===== src/rtl/validador_pecas.sv =====
// -----------------------------------------------------------------------------
// validador_pecas
//   Responder side of the piece-placement handshake. A rising edge on valida
//   latches a candidate ship. The FSM walks the ship one cell per cycle against
//   the occupancy board of the selected player, reports conflito/pronto and,
//   when the ship fits, commits its cells one per cycle.
//
//   Optional build macro: ADJ_CHECK_EN. When defined, a cell also conflicts if
//   any in-range 8-neighbour is occupied, so ships may not touch.
//
// Parameters
//   TAM         board side; legal coordinates are 0..TAM-1 (TAM <= 16)
// Ports
//   clk         system clock, rising edge
//   reset       asynchronous, active-high; clears FSM, outputs and both boards
//   valida      request; a registered 0->1 transition starts a check
//   tipo        ship type; length = tipo+1 (0..4 legal)
//   jogador     board select: 0 CPU, 1 human
//   x1, y1      anchor cell
//   direcao     0 horizontal, 1 vertical
//   orientacao  0 N(y-1) 1 S(y+1) 2 L(x+1) 3 O(x-1); 4..7 illegal
//   limpa       clears board[jogador]; honoured only in IDLE, beats valida
//   rd_jogador  read-port board select
//   rd_x, rd_y  read-port cell
//   rd_ocupado  combinational occupancy of (rd_x, rd_y); 0 when out of range
//   conflito    result of the last check, held until the next result
//   pronto      one-cycle pulse: conflito is valid
//   ocupado     high while the FSM is not IDLE
// -----------------------------------------------------------------------------
module validador_pecas #(
  parameter int TAM = 10
) (
  input  logic       clk,
  input  logic       reset,
  input  logic       valida,
  input  logic [2:0] tipo,
  input  logic       jogador,
  input  logic [3:0] x1,
  input  logic [3:0] y1,
  input  logic       direcao,
  input  logic [2:0] orientacao,
  input  logic       limpa,
  input  logic       rd_jogador,
  input  logic [3:0] rd_x,
  input  logic [3:0] rd_y,
  output logic       rd_ocupado,
  output logic       conflito,
  output logic       pronto,
  output logic       ocupado
);

  localparam int CELLS = TAM * TAM;
  localparam int AW    = $clog2(CELLS);

  typedef enum logic [1:0] {IDLE, CHECK, RESP, WRITE} state_t;

  state_t state, next_state;

  logic [CELLS-1:0]  board [2];
  logic              valida_q;
  logic              jog_q;
  logic [3:0]        x_q, y_q;
  logic signed [4:0] dx_q, dy_q;
  logic [2:0]        last_q;     // index of the final cell (len-1)
  logic [2:0]        idx_q;
  logic              conf_q;

  logic              start;
  logic              legal;
  logic signed [4:0] dx_in, dy_in;
  logic signed [4:0] idx_s, cx, cy;
  logic              cell_in, cell_set, cell_bad, adj_hit;
  logic [AW-1:0]     cell_addr, rd_addr;

  assign start = valida & ~valida_q;

  // Request decode: type, orientation range and axis must all agree.
  always_comb begin
    // NOTE: every signal driven here gets a default first so no path
    // leaves it unassigned, which would infer a latch.
    dx_in = 5'sd0;
    dy_in = 5'sd0;
    case (orientacao[1:0])
      2'd0:    dy_in = -5'sd1;
      2'd1:    dy_in =  5'sd1;
      2'd2:    dx_in =  5'sd1;
      default: dx_in = -5'sd1;
    endcase
    legal = (tipo <= 3'd4) && (orientacao <= 3'd3) &&
            (direcao ? (orientacao <= 3'd1) : (orientacao >= 3'd2));
  end

  // Current cell = anchor + idx*step in 5-bit signed. Anchors reach 15 and
  // steps +-4, so any sum past 15 wraps negative and still reads out of range.
  assign idx_s     = $signed({2'b00, idx_q});
  assign cx        = $signed({1'b0, x_q}) + idx_s * dx_q;
  assign cy        = $signed({1'b0, y_q}) + idx_s * dy_q;
  assign cell_in   = !cx[4] && !cy[4] &&
                     ({1'b0, cx[3:0]} < 5'(TAM)) && ({1'b0, cy[3:0]} < 5'(TAM));
  assign cell_addr = AW'(cy[3:0]) * AW'(TAM) + AW'(cx[3:0]);
  assign cell_set  = cell_in && board[jog_q][cell_addr];

`ifdef ADJ_CHECK_EN
  always_comb begin
    int nx, ny;
    adj_hit = 1'b0;
    nx      = 0;
    ny      = 0;
    for (int ddy = -1; ddy <= 1; ddy++) begin
      for (int ddx = -1; ddx <= 1; ddx++) begin
        nx = int'(cx) + ddx;
        ny = int'(cy) + ddy;
        if (nx >= 0 && nx < TAM && ny >= 0 && ny < TAM &&
            board[jog_q][AW'(ny * TAM + nx)])
          adj_hit = 1'b1;
      end
    end
  end
`else
  assign adj_hit = 1'b0;
`endif

  assign cell_bad = !cell_in || cell_set || adj_hit;

  // State register
  always_ff @(posedge clk or posedge reset) begin
    if (reset) state <= IDLE;
    else       state <= next_state;
  end

  // Next-state logic
  always_comb begin
    next_state = state;
    case (state)
      IDLE:    if (!limpa && start) next_state = CHECK;
      CHECK:   if (idx_q == last_q) next_state = RESP;
      RESP:    next_state = conf_q ? IDLE : WRITE;
      WRITE:   if (idx_q == last_q) next_state = IDLE;
      default: next_state = IDLE;
    endcase
  end

  // Output logic
  always_comb begin
    ocupado = (state != IDLE);
  end

  // Datapath, registered results and occupancy boards
  always_ff @(posedge clk or posedge reset) begin
    if (reset) begin
      // NOTE: the boards are ordinary flops and must come up empty, so
      // they sit in the reset branch rather than in an unreset RAM.
      board[0] <= '0;
      board[1] <= '0;
      valida_q <= 1'b0;
      jog_q    <= 1'b0;
      x_q      <= '0;
      y_q      <= '0;
      dx_q     <= '0;
      dy_q     <= '0;
      last_q   <= '0;
      idx_q    <= '0;
      conf_q   <= 1'b0;
      conflito <= 1'b0;
      pronto   <= 1'b0;
    end else begin
      // NOTE: non-blocking assignments here so every register samples the
      // pre-edge values regardless of statement order.
      valida_q <= valida;
      pronto   <= 1'b0;
      case (state)
        IDLE: begin
          if (limpa) begin
            board[jogador] <= '0;
          end else if (start) begin
            jog_q  <= jogador;
            x_q    <= x1;
            y_q    <= y1;
            dx_q   <= dx_in;
            dy_q   <= dy_in;
            idx_q  <= '0;
            // Illegal requests spend one dummy CHECK cycle with conf already
            // set, giving a fixed two-cycle rejection.
            conf_q <= !legal;
            last_q <= legal ? tipo : 3'd0;
          end
        end
        CHECK: begin
          conf_q <= conf_q | cell_bad;
          idx_q  <= idx_q + 3'd1;
        end
        RESP: begin
          conflito <= conf_q;
          pronto   <= 1'b1;
          idx_q    <= '0;
        end
        WRITE: begin
          board[jog_q][cell_addr] <= 1'b1;
          idx_q <= idx_q + 3'd1;
        end
        default: ;
      endcase
    end
  end

  // Read port
  assign rd_addr    = AW'(rd_y) * AW'(TAM) + AW'(rd_x);
  assign rd_ocupado = ({1'b0, rd_x} < 5'(TAM)) && ({1'b0, rd_y} < 5'(TAM)) &&
                      board[rd_jogador][rd_addr];

endmodule

===== config.mk =====
export PLATFORM = sky130hd
export DESIGN_NAME = validador_pecas
export DESIGN_NICKNAME = d
export VERILOG_FILES = /design/src/rtl/validador_pecas.sv
export SDC_FILE = /design/constraint.sdc
export NUM_CORES = 1
export LEC_CHECK = 0
export ABC_CLOCK_PERIOD_IN_PS = 10190
export BUFFER_PORTS_ARGS = -buffer_cell sky130_fd_sc_hd__buf_2
export CAP_MARGIN = 5
export CELL_PAD_IN_SITES_DETAIL_PLACEMENT = 1
export CELL_PAD_IN_SITES_GLOBAL_PLACEMENT = 1
export CORE_MARGIN = 2
export CORE_UTILIZATION = 35
export DETAILED_ROUTE_END_ITERATION = 7
export MAX_ROUTING_LAYER = met4
export PLACE_DENSITY_LB_ADDON = 0.1
export SETUP_SLACK_MARGIN = 0.4
export SLEW_MARGIN = 10
export SYNTH_ARGS = -nofsm -noshare
export SYNTH_HDL_FRONTEND = slang
export SYNTH_SLANG_ARGS = --single-unit

===== constraint.sdc =====
create_clock -name clk -period 10.19 [get_ports clk]
set_clock_uncertainty 0.2 [all_clocks]
set_input_delay 3.057 -clock clk [delete_from_list [all_inputs] [get_ports clk]]
set_output_delay 3.057 -clock clk [all_outputs]
set_load 0.01 [all_outputs]

## After elaboration in Yosys (flattened, before gate mapping)

Cells that the tools add are included.

| operators by class | value |
|---|---|
| bitwise operators | 10 |
| reduce and logical (&&, ||, !) cells | 30 |
| equality and inequality tests | 12 |
| $mul | 4 |
| mux-type cells | 34 |
| magnitude comparators | 16 |
| $add $sub $neg | 5 |

Operator list:

| cell | number |
|---|---|
| 2-to-1 mux 100 bit | 8 |
| one-hot mux 200 bit (2 select lines) | 1 |
| AND 200 bit | 1 |
| demux 100 bit (select 1 bit) | 2 |
| 2-to-1 mux 200 bit | 1 |
| inverter 200 bit | 1 |
| bitwise OR 200 bit | 1 |
| one-hot mux 5 bit (2 select lines) | 2 |
| less-than comparator 4 bit (second input constant) | 4 |
| less-than comparator 7 x 8 -> 1 bit (second input constant) | 2 |
| adder 7 x 4 -> 7 bit | 2 |
| binary-select mux 1 bit (select 7 bit) | 2 |
| logical AND 1 bit | 12 |
| multiplier 4 x 3 -> 6 bit (second input constant) | 2 |
| inequality test 2 bit (second input constant) | 6 |
| adder 5 bit | 2 |
| multiplier 4 x 5 -> 5 bit | 2 |
| 2-to-1 mux 3 bit | 3 |
| one-hot mux 3 bit (3 select lines) | 1 |
| AND reduction 3 bit | 3 |
| 2-to-1 mux 2 bit | 4 |
| one-hot mux 2 bit (4 select lines) | 1 |
| demux 1 bit (select 7 bit) | 1 |
| greater-or-equal comparator 7 x 1 -> 1 bit (second input constant) | 1 |
| 22 further kinds | 46 |

| word-level totals | value |
|---|---|
| output and inout bits | 4 |
| register bits | 231 |
| input port bits | 29 |

## Longest topological paths before layout

| depth | value |
|---|---|
| depth after elaboration | 12 |
| mapped depth | 20 |
| gate-level depth less buffers | 19 |

## Least setup slack after synthesis

No wires, ideal clock.

| path | value |
|---|---|
| path kind | in2out |
| start | input port rd_x[1] |
| end | output port rd_ocupado |
| buffers on the path | 0 |
| required time | 6933 ps |
| path slack | 1723 ps |
| arrival time | 5210 ps |
| cell stages on the path | 9 |
| cells stage by stage | ha_1 > fa_1 > xor2_1 > nand2_1 > a21oi_1 > a31oi_1 > o2111a_1 > o311ai_0 > and4bb_1 |

| on the way | value |
|---|---|
| longest elaborated chain between the ends | 4 |

Ends and longest elaborated chain:

| element | RTL line | RTL |
|---|---|---|
| start, declared | 44 | `input logic [3:0] rd_x,` |
| adder 7 x 4 -> 7 bit | 207 | `assign rd_addr = AW'(rd_y) * AW'(TAM) + AW'(rd_x);` |
| binary-select mux 1 bit (select 7 bit) | 209 | `board[rd_jogador][rd_addr];` |
| 2-to-1 mux 1 bit (implied by the code) | 209 |  |
| logical AND 1 bit * | 208 | `assign rd_ocupado = ({1'b0, rd_x} < 5'(TAM)) && ({1'b0, rd_y} < 5'(TAM)) &&` |
| end, declared | 46 | `output logic rd_ocupado,` |

Mark *: on every way between the ends. The rest lies on a longest branch, timed or not. The select of a mux whose other input is x is not followed.

## Worst setup path after layout

| path | value |
|---|---|
| start | input port rd_y[0] |
| end | output port rd_ocupado |

| on the way | value |
|---|---|
| longest elaborated chain between the ends | 5 |

Ends and longest elaborated chain:

| element | RTL line | RTL |
|---|---|---|
| start, declared | 45 | `input logic [3:0] rd_y,` |
| multiplier 4 x 3 -> 6 bit | 207 |  |
| adder 7 x 4 -> 7 bit | 207 |  |
| binary-select mux 1 bit (select 7 bit) | 209 |  |
| 2-to-1 mux 1 bit (implied by the code) | 209 |  |
| logical AND 1 bit * | 208 |  |

Marked as above.

==> run metrics <==
status finished clean; WL/cell 26.5 um; CTS sink cnt 225; nets ~1300; ANT nets after route 0; # resized after CTS 0; hold path cells 2; initial DRC count a little under 700; post-route minimum period a little over 9 ns; DIE AREA around 38000 um2; Die Height roughly 200 um; Yosys warning total 0; synth cell count leaders dfrtp_1 (225), nand2_1 (137), o21ai_0 (113); startpoint types primary input; Final setup viols 0; Avg Vias per Cell 5.86; hpwl dp roughly 30 mm; Ports 33; Max Cap Violations 0; type of the worst setup path in2out; CTS buffer count 28; antenna diode count 0; share of the synthesized area in the top cell type 0.440; Post-Route WL about 44 mm; first-pass GRT wire length between 60 and 70 mm; core area around 36000 um2; port bufs 32; RSZ-0062 raised after global routing no; post-synth cell types 66; r2r endpoint board[172]$_DFFE_PP0P_; Longest Clk Path Bufs 3; R2R cell count 19; critical path launch point rd_y[0]; largest net degree at the start of global routing between 100 and 150; syn_area_per_cell between 10 and 15 um2; Synth area leader dfrtp_1; root buf cell clkbuf_16; Yosys reg bits around 230; R2R Setup Slk ~3.9 ns; share of layout cells above drive strength 1 0.149; crit path DAT around 6.0 ns; min-delay worst type reg2reg; Post-synth EDFFs 0; H-tree depth 1; Rel. slew slack 0.169; drt pass-1 iters 5; Worst-path clk slew approximately 0.06 ns; worst skew pair latency 0.56 ns; Critical Path RT a little under 7 ns; initial antenna violation count 0; Area growth syn-to-layout 12.1%; post-route setup TNS 0 ns; most frequent cell after synthesis dfrtp_1; Final Wtd Congestion roughly 0.84; setup bufs post-CTS 0; Total GRT Usage 0.244; Max FO, Critical Path 9; reg2reg start idx_q[1]$_DFFE_PP0P_; vias in the first global route approximately 10000; Congestion Overflow GR 0; commonest register cell after synthesis dfrtp_1; die width around 200 um; Mapped Nets approximately 1200; FP Rows 70; Critical Path End Type primary output; Final Slew Violations 0; CTS Hold Bufs 0; Worst Max-Slew Pin Slew 1.24 ns; Critical Path Sink rd_ocupado; DRC 0; Async S/R FF share, synth 1.00; Starting Density 0.352; Fin. Hold Viols 0; Layout Utilization 0.395; cells after synthesis approximately 1200; period utilisation layout 0.910; Mapped Area between 10000 and 15000 um2; DR vias approximately 10000; post-synthesis sequential area ratio 0.440; Fmax around 110 MHz; ranking of synthesized cells by area dfrtp_1 (44%), mux2i_1 (7.9%), mux4_2 (7.6%); CTS tree done
## placed cells by master (no fill, tap or decap), drive strengths merged, types with 14 or more instances in the layout
cell type  netlist  routed
dfrtp          225     225
nand2          137     137
o21ai          114     114
mux2i          101     101
a22o            85      85
nor2            58      58
buf             29      56
mux4            54      54
o22ai           53      53
clkbuf          52      44
a21oi           31      31
ha              31      31
inv             29      29
or2             17      17
xnor2           15      15
mux2            14      14
nor4            14      14
## final cells by class
type | count | area [um2]
inverter | 30 | 120
clock buffer | 44 | 852
multi-input combinational | 841 | 6710
timing repair buffer | 56 | 353
clock inverter | 8 | 92.6
sequential | 225 | 5630
fill | 3922 | 22000
tap | 468 | 586
## flip-flops by register name, summed over array words and instances, names as in the netlist, 2 cells and up
name,cells
board,200
x_q,4
y_q,4
idx_q,3
last_q,3
dx_q,2
dy_q,2
state,2
## critical path, stage by stage
cell and delay, ns:
buf_2 0.11, ha_1 0.30, ha_1 0.34, xnor2_1 0.77, nand2_1 0.15, a21oi_1 0.17, a31oi_1 0.08, o2111a_1 0.29
o311ai_0 0.30, and4bb_1 0.29, buf_2 0.15
## kinds of logic after synthesis
| logic type | after synthesis | share of synthesized area |
|---|---|---|
| buffers and inverters | 111 | 0.0374 |
| AO/OA/AOI/OAI | 317 | 0.162 |
| adder cells (fa/ha/maj) | 43 | 0.0491 |
| flip-flops | 225 | 0.440 |
| AND/OR/NAND/NOR | 285 | 0.102 |
| multiplexers | 169 | 0.190 |
| XOR/XNOR | 27 | 0.0191 |
## routing by layer
metal / global-route usage / up-vias / wire (um)
li1: - / 4376 / -
met1: 0.350 / 5174 / 21700
met2: 0.374 / 206 / 20000
met3: 0.0380 / 43 / 1900
met4: 0.0390 / 0 / 712
met5: - / - / 0
## through the flow
stage	hold slack, ns	area (um2)	worst slack (ns)	cells
after global routing	0.327	14300	0.700	1672
after detailed placement	0.294	13400	0.957	1620
after global placement	0.284	13400	0.982	1620
after CTS	0.308	14300	0.949	1672
after floorplan	0.262	12800	0.770	1177
final	0.300	14300	0.915	1672
## worst min path at each step
stage / start / endpoint / slack (ns)
2_1_floorplan: board[149]$_DFFE_PP0P_ / board[149]$_DFFE_PP0P_ / 0.26
3_3_place_gp: board[181]$_DFFE_PP0P_ / board[181]$_DFFE_PP0P_ / 0.28
6_report: last_q[2]$_DFFE_PP0P_ / last_q[2]$_DFFE_PP0P_ / 0.30
5_1_grt: y_q[3]$_DFFE_PP0P_ / y_q[3]$_DFFE_PP0P_ / 0.33
4_1_cts: last_q[2]$_DFFE_PP0P_ / last_q[2]$_DFFE_PP0P_ / 0.31
3_5_place_dp: last_q[2]$_DFFE_PP0P_ / last_q[2]$_DFFE_PP0P_ / 0.29
Power is left out: the tool's default activity adds up to more than one toggle a clock period on the data nets, which glitch-free logic cannot reach.
